===== src/rtl/gfx256_write_combiner.sv =====
// Write-combining pixel packer: merges single-pixel writes into one 32-byte line
// and emits a 256-bit masked memory write on completion, line change or flush.
module gfx256_write_combiner #(
    parameter int ADDR_W = 32
) (
    input  logic              clk_i,
    input  logic              rst_ni,
    input  logic [1:0]        color_depth_i,
    input  logic              pix_valid_i,
    output logic              pix_ready_o,
    input  logic [ADDR_W-1:0] pix_addr_i,
    input  logic [31:0]       pix_color_i,
    input  logic              flush_i,
    output logic              empty_o,
    output logic              mem_cyc_o,
    output logic              mem_stb_o,
    output logic              mem_we_o,
    output logic [ADDR_W-1:0] mem_adr_o,
    output logic [31:0]       mem_sel_o,
    output logic [255:0]      mem_dat_o,
    input  logic              mem_ack_i
);
    localparam int TAG_W = ADDR_W - 5;

    typedef enum logic [1:0] {EMPTY, FILL, WRITE} state_e;

    state_e             state_q, state_d;
    logic [TAG_W-1:0]   tag_q, tag_d;
    logic [31:0]        sel_q, sel_d;
    logic [255:0]       data_q, data_d;

    logic [4:0]         off;
    logic [TAG_W-1:0]   tag_in;
    logic [3:0]         pmask;
    logic [31:0]        cmask;
    logic [31:0]        bm;
    logic [255:0]       bm_x;
    logic [255:0]       shifted;
    logic [31:0]        sel_merged;
    logic               tag_hit;
    logic               accept;

    assign off     = pix_addr_i[4:0];
    assign tag_in  = pix_addr_i[ADDR_W-1:5];
    assign tag_hit = (tag_in == tag_q);

    always_comb begin
        pmask = 4'h1;
        cmask = 32'h0000_00FF;
        case (color_depth_i)
            2'd0: begin pmask = 4'h1; cmask = 32'h0000_00FF; end
            2'd1: begin pmask = 4'h3; cmask = 32'h0000_FFFF; end
            2'd2: begin pmask = 4'h7; cmask = 32'h00FF_FFFF; end
            default: begin pmask = 4'hF; cmask = 32'hFFFF_FFFF; end
        endcase
    end

    // Bytes shifted past byte 31 fall off the top; nothing wraps into the line.
    assign bm      = {28'b0, pmask} << off;
    assign shifted = {224'b0, pix_color_i & cmask} << {off, 3'b000};
    assign sel_merged = sel_q | bm;

    for (genvar b = 0; b < 32; b++) begin : g_lane
        assign bm_x[8*b +: 8] = {8{bm[b]}};
    end

    always_comb begin
        pix_ready_o = 1'b0;
        case (state_q)
            EMPTY:   pix_ready_o = !flush_i;
            FILL:    pix_ready_o = !flush_i && tag_hit && (sel_q != '1);
            default: pix_ready_o = 1'b0;
        endcase
    end

    assign accept = pix_valid_i && pix_ready_o;

    always_ff @(posedge clk_i or negedge rst_ni) begin
        if (!rst_ni) begin
            state_q <= EMPTY;
            tag_q   <= '0;
            sel_q   <= '0;
            data_q  <= '0;
        end else begin
            state_q <= state_d;
            tag_q   <= tag_d;
            sel_q   <= sel_d;
            data_q  <= data_d;
        end
    end

    always_comb begin
        state_d = state_q;
        tag_d   = tag_q;
        sel_d   = sel_q;
        data_d  = data_q;
        case (state_q)
            EMPTY: begin
                if (accept) begin
                    tag_d   = tag_in;
                    sel_d   = bm;
                    data_d  = shifted & bm_x;
                    state_d = (bm == '1) ? WRITE : FILL;
                end
            end
            FILL: begin
                if (accept) begin
                    data_d  = (data_q & ~bm_x) | (shifted & bm_x);
                    sel_d   = sel_merged;
                    if (sel_merged == '1) state_d = WRITE;
                end else if (flush_i || (pix_valid_i && !tag_hit)) begin
                    state_d = WRITE;
                end
            end
            WRITE: begin
                if (mem_ack_i) begin
                    sel_d   = '0;
                    data_d  = '0;
                    state_d = EMPTY;
                end
            end
            default: state_d = EMPTY;
        endcase
    end

    // Bus outputs derive from registered state only, so they hold until ack and
    // drop the instant reset is asserted.
    always_comb begin
        mem_cyc_o = (state_q == WRITE);
        mem_stb_o = (state_q == WRITE);
        mem_we_o  = (state_q == WRITE);
        mem_adr_o = (state_q == WRITE) ? {tag_q, 5'b00000} : '0;
        mem_sel_o = (state_q == WRITE) ? sel_q : '0;
        mem_dat_o = (state_q == WRITE) ? data_q : '0;
        empty_o   = (state_q == EMPTY);
    end
endmodule


===== config.mk =====
export PLATFORM = sky130hd
export DESIGN_NAME = gfx256_write_combiner
export DESIGN_NICKNAME = d
export VERILOG_FILES = /design/src/rtl/gfx256_write_combiner.sv
export SDC_FILE = /design/constraint.sdc
export NUM_CORES = 1
export LEC_CHECK = 0
export ABC_CLOCK_PERIOD_IN_PS = 3470
export BUFFER_PORTS_ARGS = -buffer_cell sky130_fd_sc_hd__buf_2
export CELL_PAD_IN_SITES_DETAIL_PLACEMENT = 1
export CELL_PAD_IN_SITES_GLOBAL_PLACEMENT = 2
export CORE_MARGIN = 2
export CORE_UTILIZATION = 33
export DETAILED_ROUTE_END_ITERATION = 7
export PLACE_DENSITY = 0.79
export SKIP_CTS_REPAIR_TIMING = 1
export SKIP_LAST_GASP = 1
export SYNTH_ARGS = -nofsm -noshare
export SYNTH_HDL_FRONTEND = slang
export SYNTH_SLANG_ARGS = --single-unit

===== constraint.sdc =====
create_clock -name clk_i -period 3.47 [get_ports clk_i]
set_clock_uncertainty 0.05 [all_clocks]
set_input_delay 0.694 -clock clk_i [delete_from_list [all_inputs] [get_ports clk_i]]
set_output_delay 0.694 -clock clk_i [all_outputs]
set_load 0.005 [all_outputs]

Yosys cells after proc, flatten, opt, wreduce, memory -nomap -nowiden
Cells that the tools add are included.
- register bits: 317
- input port bits: 71
- output and inout bits: 325
- equality and inequality tests: 13
- shifts and indexed selects: 2
- muxes and demuxes: 21
- bitwise gates (word level): 6
- reductions and logical operators: 13
- operators with widths (cell ; count):
    2-to-1 mux 256 bit ; 4
    one-hot mux 256 bit (3 select lines) ; 1
    bitwise AND 256 bit ; 2
    NOT 256 bit ; 1
    bitwise OR 256 bit ; 1
    left shift 32 x 8 -> 256 bit ; 1
    one-hot mux 32 bit (3 select lines) ; 2
    2-to-1 mux 32 bit ; 5
    == test 32 bit (second input constant) ; 2
    bitwise AND 32 bit ; 1
    != test 32 bit (second input constant) ; 1
    bitwise OR 32 bit ; 1
    left shift 4 x 5 -> 32 bit ; 1
    == test 27 bit ; 1
    2-to-1 mux 2 bit ; 6
    one-hot mux 4 bit (3 select lines) ; 1
    AND reduction 4 bit ; 2
    != test 3 bit (second input constant) ; 2
    one-hot mux 2 bit (3 select lines) ; 1
    == test 2 x 1 -> 1 bit (second input constant) ; 2
    == test 2 bit (second input constant) ; 2
    logical AND 1 bit ; 4
    logical NOT 2 bit ; 2
    != test 2 x 1 -> 1 bit (second input constant) ; 2
    other kinds (6) ; 7

Logic depth before layout (Yosys ltp)
- word-level depth: 8
- gate-level depth with buffers: 12
- depth with buffers taken out: 10

Least setup slack after synthesis
OpenSTA, ideal clock, no wires.
- path type: input port to flip-flop
- from: input pix_addr_i[22]
- to: register data_q[71]
- data arrival time: 2.601 ns
- required time: 3.296 ns
- path slack: 0.695 ns
- cell stages on the path: 8
- buffers on the path: 2
- path through: xor2_1 > or4_1 > nor4_2 > and4b_1 > o31ai_4 > buf_2 > clkbuf_1 > a211o_1
- longest elaborated chain between the ends: 7
- RTL lines (element ; RTL line ; text):
    start: declaration ; 11 ; input logic [ADDR_W-1:0] pix_addr_i,
    == test 27 bit * ; 45 ; assign tag_hit = (tag_in == tag_q);
    logical AND 1 bit * (2 in series) ; 71 ; FILL: pix_ready_o = !flush_i && tag_hit && (sel_q != '1);
    one-hot mux 1 bit (2 select lines) * ; 69 ; case (state_q)
    logical AND 1 bit * ; 76 ; assign accept = pix_valid_i && pix_ready_o;
    != test 2 bit (no line) / != test 2 x 1 -> 1 bit (equally long branches) ; n/a ;
    AND reduction 4 bit (no line) * ; n/a ;
    end signal: assignment ; 88 ; data_q <= data_d;
    end: declaration ; 30 ; logic [255:0] data_q, data_d;
Every way passes the cells marked *; elsewhere a longest branch is shown, timed or not.
A chain may end at the register's enable or synchronous reset.

Worst setup path after layout
- from: register sel_q[9]
- to: register data_q[238]
- longest elaborated chain between the ends: 6
- RTL lines (element ; RTL line ; text):
    start: declaration ; 29 ; logic [31:0] sel_q, sel_d;
    start signal: assignment ; 87 ; sel_q <= sel_d;
    != test 32 bit * ; 71 ;
    logical AND 1 bit * ; 71 ;
    one-hot mux 1 bit (2 select lines) * ; 69 ;
    logical AND 1 bit * ; 76 ;
    != test 2 bit (no line) / != test 2 x 1 -> 1 bit (equally long branches) ; n/a ;
    AND reduction 4 bit (no line) * ; n/a ;
Marked as above.

==> results.txt <==
----------------------------------------------------
[Run status]
  Outcome ... completed

[Finish]
  Non-Filler Instances ... 3388
  Layout overhead on the synthesized area ... 24.8%
  Commonest cells after routing, fill and taps aside ... sky130_fd_sc_hd__buf_2 (389), sky130_fd_sc_hd__nand2_1 (342), sky130_fd_sc_hd__and2_1 (332)
  Reg area ... 7930 um^2
  Count of filler cells inserted in the layout ... 6768
  Multi-input logic area ... 10100 um^2
  Utilization after layout ... 41.6%
  Commonest non-fill, non-tap cell in the layout ... sky130_fd_sc_hd__buf_2
  Fraction of final layout cells sized beyond drive strength 1 ... 24.6%
  Count of nets after finishing ... 2674

[STA]
  Aggregate negative setup slack ... 0 ns
  Slew margin rel. ... 18.6%
  Least-Margin Pin Slew ... 1.22 ns
  Endpoints failing setup ... 0
  Final hold violations ... 0
  Unrepaired setup endpoints after global routing ... no
  Highest achievable clock rate ... 304 MHz
  Time the final worst path needs with I/O delays and setup ... 3.29 ns
  Final worst path period share ... 94.7%
  Slew Limit Fails ... 0

[Setup path]
  Startpoint class of the critical path ... flip-flop
  Crit path required time ... 3.86 ns
  Endpoint of the most critical setup path ... data_q[238]$_DFFE_PN0P_
  Critical Path Stages ... 9
  Endpoint type of the worst setup path ... flip-flop
  Number of buffers and inverters on the critical path ... 2
  Family with the most delay on the worst path ... simple AND/OR/NAND/NOR gates
  Register-to-register path setup slack ... 0.18 ns
  Worst Reg2Reg Path Length in Cells ... 9
  Series of cell instances along the critical path ... nand3_1, nor3_1, nand3_1, and4b_1, o31ai_4, buf_12, buf_4, a211o_1, nand3_1
  Worst r2r src ... sel_q[9]$_DFFE_PN0P_
  Critical-path maximum fanout ... 28
  Type of the setup path with the least slack ... reg -> reg
  Data arrival time of the critical path ... 3.68 ns
  Top cell by count, worst path ... sky130_fd_sc_hd__nand3_1
  End of the worst register-to-register path ... data_q[238]$_DFFE_PN0P_
  Crit path max-delay cell type ... sky130_fd_sc_hd__o31ai_4
  Slowest cell delay on critical path ... 0.60 ns
  Crit. Startpoint ... sel_q[9]$_DFFE_PN0P_

[Routing]
  Top layer used by detailed routing ... met5
  Post-DR wirelength/cell ... 25.1 um
  # DRC ... 0
  Total iterations of the first detailed-routing run ... 5
  Post-route met1 wirelength ... 38.0 mm
  Antenna-violating nets left ... 0
  Total Routed Length ... 84.9 mm
  Number of vias after detailed routing ... 18949
  Via density per instance ... 5.59
  Met3 routed wirelength ... 4.10 mm
  DR iter-0 viols ... 1450
  Met2 wire length ... 39.2 mm

[GRT]
  First-pass GRT wire length ... 127 mm
  Vias in the first global route ... 19557
  Initial antenna violation count ... 3
  Global-route usage over all layers ... 28.4%
  GRT overflow ... 0
  Pin count of the biggest net entering global routing ... 123

[Placement]
  Placer congestion estimate ... 0.931
  Detailed-placement wirelength estimate ... 64.1 mm
  Number of instances in the placed design ... 3315
  # port buffers ... 390

[CTS]
  TritonCTS clock tree ... built
  TritonCTS sink count ... 317
  Clock Pin Slew Worst Setup and Hold Paths ... 0.06 ns
  Maximum root-to-sink buffer count ... 3
  Depth of the CTS H-tree ... 2
  Clock network latency to the later pin of the worst-skew pair ... 0.57 ns
  CTS root buffer ... sky130_fd_sc_hd__clkbuf_16
  Total CTS buffers ... 39

[Synthesis]
  Share of the synthesized area in compound gates (AO/OA/AOI/OAI) ... 18.8%
  Async set-reset flop share out of synthesis ... 100%
  Warnings from Yosys ... 0
  Largest family of logic cells by synthesized area ... simple AND/OR/NAND/NOR gates
  Cells after synthesis ... 2204
  Fraction of synthesized cell area in xor and xnor cells ... 1.26%
  Number of storage elements in the synthesis netlist ... 317
  Part of the Yosys area used for sequential elements ... 42.2%
  Distinct cell type count of the synthesized netlist ... 76
  Total standard cell area after synthesis ... 18800 um^2
  Count of flip-flops with a built-in enable after synthesis ... 0
  Synthesized area divided by synthesized cell count ... 8.53 um^2
  Simple-gate area share of the yosys netlist ... 30.6%
  Fraction of synthesized area in multiplexers ... 2.71%
  Leading register cell type out of synthesis ... sky130_fd_sc_hd__dfrtp_1
  Synth Area in Adders ... 0.200%

[Floorplan]
  Floorplan die area ... 58900 um^2
  Starting Density ... 33.3%
  Die Y ... 243 um
  Floorplan die width ... 243 um
  Ports ... 396
  Total number of placement rows ... 87
  Area inside the core boundary ... 56400 um^2

[Flow run]
  Maxcap violations ... 0

[Pwr]
  Total power after layout ... 15.7 mW
  Worst vdd rail ir drop ... 0.417 mV
  Leakage component of the power ... 11.3 nW
  Pwr dens ... 670 nW/um^2

[Min path]
  Hold crit path type ... in -> async

----------------------------------------------------
area by class of cell:
class / instances / area share (%)
flip-flops and latches: 317 / 33.8
clock buffers: 62 / 5.05
clock inverters: 9 / 0.491
repair buffers: 520 / 13.3
multi-input cells: 1710 / 43.1
inverters: 12 / 0.192
diodes: 2 / 0.0213
well taps: 756 / 4.03
cells in the mapped netlist, types with 14 or more instances:
library cell               count  area, um^2
sky130_fd_sc_hd__nand2_1     342        1280
sky130_fd_sc_hd__and2_1      332        2080
sky130_fd_sc_hd__dfrtp_1     317        7930
sky130_fd_sc_hd__nand3_1     302        1510
sky130_fd_sc_hd__o21ai_0     135         676
sky130_fd_sc_hd__clkbuf_1    126         473
sky130_fd_sc_hd__o211ai_1     87         653
sky130_fd_sc_hd__nor2_1       67         251
sky130_fd_sc_hd__a22oi_1      58         435
sky130_fd_sc_hd__a211o_1      50         438
sky130_fd_sc_hd__a22o_1       49         429
sky130_fd_sc_hd__mux2_2       36         405
sky130_fd_sc_hd__a21oi_1      24         120
sky130_fd_sc_hd__buf_4        21         158
sky130_fd_sc_hd__o22ai_1      21         131
sky130_fd_sc_hd__a2111o_1     15         169
sky130_fd_sc_hd__xor2_1       15         131
sky130_fd_sc_hd__nand2b_1     14        87.6
cells by family after synthesis:
family          after synthesis
compound gates              497
fa+ha+maj                     3
xor+xnor                     27
flops                       317
simple gates               1132
buf+inv                     181
mux                          46
other cells                   1
worst min path at each step:
stage	from	end	slack, ns
3_5_place_dp	data_q[37]$_DFFE_PN0P_	data_q[37]$_DFFE_PN0P_	0.41
6_report	rst_ni	tag_q[23]$_DFFE_PN0P_	0.13
2_1_floorplan	rst_ni	data_q[0]$_DFFE_PN0P_	0.35
3_3_place_gp	data_q[37]$_DFFE_PN0P_	data_q[37]$_DFFE_PN0P_	0.41
4_1_cts	rst_ni	data_q[13]$_DFFE_PN0P_	0.16
5_1_grt	rst_ni	tag_q[23]$_DFFE_PN0P_	0.18
where the power goes:
part | switching (mW) | leakage (nW) | internal (mW)
logic | 4.55 | 6.36 | 1.90
registers | 0.712 | 4.35 | 4.37
clock network | 1.70 | 0.631 | 2.49
total | 6.96 | 11.3 | 8.77
metal layers:
| metal | vias up | track usage, % |
|---|---|---|
| met2 | 597 | 46.1 |
| li1 | 8596 | - |
| met5 | - | 0 |
| met4 | 2 | 11.1 |
| met3 | 158 | 3.73 |
| met1 | 9596 | 38.5 |
stage by stage:
stage / worst slack (ns) / hold slack (ns) / area (um^2)
floorplan: 0.695 / 0.348 / 18800
global placement: 0.0244 / 0.406 / 22200
detailed placement: 0.0315 / 0.413 / 22200
CTS: 0.195 / 0.156 / 23500
global route: 0.0753 / 0.180 / 23500
finish: 0.182 / 0.130 / 23500
sequential cells by signal (all words and copies together), names as in the netlist:
| signal | count |
|---|---|
| data_q | 256 |
| sel_q | 32 |
| tag_q | 27 |
| state_q | 2 |
Power figures use the tool's default switching activity.
